<file path="src/rtl/tdm_demux_pkg.sv">
// Shared types and constants for the 1-to-4 TDM demultiplexer.
//   SLOTS     : slots per TDM frame
//   LAST_SLOT : slot index that completes a frame
//   slot_t    : 2-bit slot index
//   state_e   : framing state (hunting for sync / running aligned)
package tdm_demux_pkg;

  localparam int unsigned SLOTS = 4;

  typedef logic [1:0] slot_t;

  localparam slot_t LAST_SLOT = slot_t'(SLOTS - 1);

  typedef enum logic [0:0] {
    StHunt,
    StRun
  } state_e;

endpackage

</file>
<file path="src/rtl/tdm_slot_counter.sv">
// Modulo-4 slot counter for the TDM demultiplexer.
// Ports:
//   clk   : clock, rising edge
//   rst_n : asynchronous active-low reset, clears the counter to slot 0
//   load  : force the counter to slot 1 (the slot after a sync sample)
//   inc   : advance one slot, wrapping 3 -> 0
//   slot  : slot the next accepted sample goes to
// load has priority over inc; with neither asserted the count holds.
module tdm_slot_counter
  import tdm_demux_pkg::*;
(
  input  logic  clk,
  input  logic  rst_n,
  input  logic  load,
  input  logic  inc,
  output slot_t slot
);

  slot_t slot_q;

  always_ff @(posedge clk or negedge rst_n) begin
    if (!rst_n) begin
      slot_q <= '0;
    end else if (load) begin
      slot_q <= slot_t'(1);
    end else if (inc) begin
      slot_q <= slot_q + slot_t'(1);
    end
  end

  assign slot = slot_q;

endmodule

</file>
<file path="src/rtl/tdm_demux_1_to_4.sv">
// 1-to-4 time-division demultiplexer with frame-sync alignment.
// Ports:
//   clk, rst_n    : clock and asynchronous active-low reset
//   I, I_valid    : sample stream, one slot per valid cycle
//   frame_sync    : with I_valid, marks the current sample as slot 0
//   Y0..Y3        : registered frame outputs, updated together once per frame
//   Y_valid       : one-cycle pulse when Y0..Y3 carry a new complete frame
//   S1, S0        : slot the next accepted sample will be routed to
//   sync_err      : one-cycle pulse when a sync arrives at a non-zero slot
module tdm_demux_1_to_4
  import tdm_demux_pkg::*;
#(
  parameter int unsigned W = 1
) (
  input  logic         clk,
  input  logic         rst_n,
  input  logic [W-1:0] I,
  input  logic         I_valid,
  input  logic         frame_sync,
  output logic [W-1:0] Y0,
  output logic [W-1:0] Y1,
  output logic [W-1:0] Y2,
  output logic [W-1:0] Y3,
  output logic         Y_valid,
  output logic         S1,
  output logic         S0,
  output logic         sync_err
);

  state_e       state_q;
  slot_t        slot;
  // Slot 3 needs no shadow: it is written straight into Y3 with the frame.
  logic [W-1:0] shadow_q [3];
  logic [W-1:0] y_q [SLOTS];
  logic         y_valid_q;
  logic         sync_err_q;

  logic hunt_sync;
  logic misalign;
  logic cnt_load;
  logic cnt_inc;

  always_comb begin
    hunt_sync = 1'b0;
    misalign  = 1'b0;
    cnt_inc   = 1'b0;
    if (I_valid) begin
      if (state_q == StHunt) begin
        hunt_sync = frame_sync;
      end else begin
        misalign = frame_sync && (slot != '0);
        cnt_inc  = !misalign;
      end
    end
    cnt_load = hunt_sync | misalign;
  end

  tdm_slot_counter u_slot_counter (
    .clk   (clk),
    .rst_n (rst_n),
    .load  (cnt_load),
    .inc   (cnt_inc),
    .slot  (slot)
  );

  always_ff @(posedge clk or negedge rst_n) begin
    if (!rst_n) begin
      state_q    <= StHunt;
      y_valid_q  <= 1'b0;
      sync_err_q <= 1'b0;
      for (int i = 0; i < 3; i++) begin
        shadow_q[i] <= '0;
      end
      for (int i = 0; i < int'(SLOTS); i++) begin
        y_q[i] <= '0;
      end
    end else begin
      y_valid_q  <= 1'b0;
      sync_err_q <= 1'b0;
      unique case (state_q)
        StHunt: begin
          if (hunt_sync) begin
            shadow_q[0] <= I;
            state_q     <= StRun;
          end
        end
        StRun: begin
          if (misalign) begin
            // Drop the partial frame and restart it from this sample.
            shadow_q[0] <= I;
            sync_err_q  <= 1'b1;
          end else if (I_valid) begin
            if (slot == LAST_SLOT) begin
              y_q[0]    <= shadow_q[0];
              y_q[1]    <= shadow_q[1];
              y_q[2]    <= shadow_q[2];
              y_q[3]    <= I;
              y_valid_q <= 1'b1;
            end else begin
              shadow_q[slot] <= I;
            end
          end
        end
        default: state_q <= StHunt;
      endcase
    end
  end

  assign Y0       = y_q[0];
  assign Y1       = y_q[1];
  assign Y2       = y_q[2];
  assign Y3       = y_q[3];
  assign Y_valid  = y_valid_q;
  assign sync_err = sync_err_q;
  assign S1       = slot[1];
  assign S0       = slot[0];

endmodule

</file>
<file path="config.mk">
export PLATFORM = sky130hd
export DESIGN_NAME = tdm_demux_1_to_4
export DESIGN_NICKNAME = d
export VERILOG_FILES = /design/src/rtl/tdm_demux_pkg.sv /design/src/rtl/tdm_slot_counter.sv /design/src/rtl/tdm_demux_1_to_4.sv
export SDC_FILE = /design/constraint.sdc
export NUM_CORES = 1
export LEC_CHECK = 0
export ABC_CLOCK_PERIOD_IN_PS = 2400
export CORE_AREA = 2 2 39 41
export CTS_BUF_LIST = sky130_fd_sc_hd__clkbuf_16
export DETAILED_ROUTE_END_ITERATION = 10
export DIE_AREA = 0 0 41 43
export PLACE_DENSITY = 0.67
export SETUP_SLACK_MARGIN = 0.2
export SLEW_MARGIN = 5
export SYNTH_ARGS = -nofsm -noshare
export SYNTH_HDL_FRONTEND = slang
export SYNTH_SLANG_ARGS = --single-unit
</file>
<file path="constraint.sdc">
create_clock -name clk -period 2.4 [get_ports clk]
set_input_delay 0.6 -clock clk [delete_from_list [all_inputs] [get_ports clk]]
set_output_delay 0.6 -clock clk [all_outputs]
set_load 0.02 [all_outputs]
</file>
==> impl_metrics.sql <==
INSERT INTO impl_metrics (metric_group, metric, value, unit) VALUES
('run_status', 'outcome', 'finished, final reports clean', ''),
('worst_setup_path', 'cp_cell_sequence', 'clkdlybuf4s50_1, nor2b_1, nor4b_1, mux2_2', ''),
('die', 'chipWidth', '41', 'um'),
('synth', 'postSynthRegisterBits', '12', ''),
('hold_path', 'worstHoldPathType', 'reg -> reg', ''),
('synth', 'syn-num-nets', '58', ''),
('drt', 'routedWlPerCell', '14.4', 'um'),
('final_layout', 'drive_above_1_share', '0.141', ''),
('die', 'core_area', '1380', 'um2'),
('timing', 'grt_setup_unrepaired', 'false', ''),
('die', 'y_dimension_of_the_die', '43', 'um'),
('final_layout', 'design.final.nets', '74', ''),
('timing', 'setup_viol_count_final', '0', ''),
('drt', 'drc_errors', '0', ''),
('worst_setup_path', 'required', '2.52', 'ns'),
('timing', 'timing.fmax', '503', 'MHz'),
('worst_setup_path', 'crit_path_end_kind', 'flop', ''),
('synth', 'netlist.area_leader.share', '0.508', ''),
('synth', 'synth.distinct_cells', '19', ''),
('cts', 'cts_sinks', '12', ''),
('worst_setup_path', 'reg2reg_depth', '5', ''),
('hold_path', 'hold_depth', '1', ''),
('placed_design', 'numPortBuffers', '12', ''),
('worst_setup_path', 'timing.critical_path.fanout_max', '6', ''),
('synth', 'synth-edff-count', '0', ''),
('timing', 'final.setup.tns', '0', 'ns'),
('timing', 'timing_hold_violations_final', '0', ''),
('synth', 'synth_area', '591', 'um2'),
('die', 'floorplan.initialDensity', '0.427', ''),
('worst_setup_path', 'cp.arrival', '2.11', 'ns'),
('synth', 'largest_cells_by_area_after_synthesis', 'dfrtp_1 (51%), ha_1 (8.5%), mux2_1 (7.6%)', ''),
('cts', 'clock-root-buffer', 'clkbuf_16', ''),
('cts', 'cts_post_setup_buffers_inserted', '0', ''),
('drt', 'num_vias', '433', ''),
('drt', 'wirelength', '1150', 'um'),
('die', 'ioPinCount', '13', ''),
('synth', 'yosys_most_used_dff', 'dfrtp_1', ''),
('placed_design', 'dp_slack', '0.246', 'ns'),
('drt', 'detail_route.iter0.violations', '10', ''),
('synth', 'synth-async-reset-ratio', '1.00', ''),
('worst_setup_path', 'cpPeakStageDelay', '0.51', 'ns'),
('grt', 'globalRouteTotalUtil', '0.162', ''),
('grt', 'grt_max_degree', '13', ''),
('flow_run', 'cap_viol_max_count', '0', ''),
('cts', 'clock_latency_on_the_worst_skew_pair', '0.24', 'ns'),
('worst_setup_path', 'critPathSlowestCell', 'clkdlybuf4s50_1', ''),
('cts', 'cts-htree-levels', '1', ''),
('cts', 'postcts_resize_cnt', '0', ''),
('synth', 'synth_area_per_cell', '12.1', 'um2'),
('synth', 'yosysWarnings', '0', ''),
('grt', 'antenna_found_initial', '0', ''),
('synth', 'postSynthCellCount', '49', ''),
('placed_design', 'gp_congestion', '0.729', ''),
('cts', 'numCtsBuffers', '3', ''),
('placed_design', 'dpl.hpwl', '764', 'um'),
('die', 'placementRows', '14', ''),
('pwr', 'leakage_power_summed_over_all_cells', '0.367', 'nW'),
('timing', 'report.final.slew_viol_count', '0', ''),
('final_layout', 'area_growth', '35.8', '%'),
('grt', 'grt.overflow.total', '0', ''),
('worst_setup_path', 'setup.worst_path.start_class', 'input pin', ''),
('timing', 'post_route_setup_slack', '0.414', 'ns'),
('timing', 'worst-slew-pin-transition', '0.524', 'ns'),
('synth', 'yosys.cell_count.top_type', 'dfrtp_1', ''),
('final_layout', 'fillCellCount', '112', ''),
('synth', 'synth_seq_area_share', '0.508', ''),
('pwr', 'ir_worst_vdd', '0.551', 'mV'),
('cts', 'clock_path_buffers', '2', ''),
('pwr', 'power.density', '1260', 'nW/um2'),
('synth', 'cell_taking_the_most_area_after_synthesis', 'dfrtp_1', ''),
('synth', 'yosys-top-cells-count', 'dfrtp_1 (12), ha_1 (4), inv_1 (4), mux2_1 (4), nand3_1 (4)', '');
## registers in the layout, summed over array words and instances, names as in the netlist
register             count
Y0                       1
Y_valid                  1
Y1                       1
shadow_q                 3
state_q                  1
Y2                       1
sync_err                 1
Y3                       1
u_slot_counter.slot      2
## cell type report
type | count | area (um2) | share of cell area
flip-flops and latches | 12 | 300 | 0.374
multi-input cells | 31 | 260 | 0.324
repair buffers | 13 | 128 | 0.159
clock buffers | 3 | 75.1 | 0.0936
well taps | 16 | 20.0 | 0.0250
inverters | 4 | 15.0 | 0.0187
clock inverters | 1 | 3.75 | 0.00468
## metal layers
layer | vias up | GRT usage | part of all wire
li1 | 204 | - | -
met2 | 14 | 0.244 | 0.50
met3 | 4 | 0.0471 | 0.052
met5 | - | 0 | 0
met1 | 211 | 0.182 | 0.42
met4 | 0 | 0.120 | 0.031
## where the power goes
part / internal, mW / switching (mW) / total, mW
sequential: 0.279 / 0.0513 / 0.330
clock: 0.219 / 0.0845 / 0.304
combinational: 0.192 / 0.182 / 0.374
total: 0.689 / 0.318 / 1.01
## cells by family after synthesis
kind of cell,synth area share
and+or+nand+nor,0.144
AOI/OAI and AO/OA,0.0784
muxes,0.133
DFF,0.508
buffers and inverters,0.0508
adders and majority gates,0.0847
## critical path, delay by kind of cell
kind | cells | cell delay, ns
buf+inv | 1 | 0.51
mux | 1 | 0.38
simple gates | 2 | 0.61
## worst paths after layout
path	startpoint	to	slack [ns]
setup / recovery	frame_sync	shadow_q[0]	0.41
hold / removal	shadow_q[0]	Y2	0.49
setup reg to reg	u_slot_counter.slot[1]	shadow_q[0]	0.56
hold reg to reg	shadow_q[0]	Y2	0.49
max in group asynchronous	rst_n	Y2	1.34
min in group asynchronous	rst_n	sync_err	0.71
## per-stage QoR
step	cell area, um2	cells	utilization	total power [mW]
5_1_grt	802	80	0.580	1.07
3_3_place_gp	723	76	0.523	0.693
4_1_cts	802	80	0.580	1.02
3_5_place_dp	723	76	0.523	0.702
6_report	802	80	0.580	1.01
2_1_floorplan	591	49	-	0.548
## cell usage in the layout (no fill, tap or decap), types with 2 or more instances in the layout
cell type / Yosys / routed
a21o_1: 2 / 2
inv_1: 4 / 4
dfrtp_1: 12 / 12
nand3_1: 4 / 4
nor4b_1: 2 / 2
mux2_2: 3 / 3
o21ai_0: 2 / 2
mux2_1: 4 / 4
ha_1: 4 / 4
clkdlybuf4s50_1: 0 / 12
clkbuf_16: 0 / 3
nand4_1: 2 / 2
Note: power is estimated with default switching activity, not from simulation.
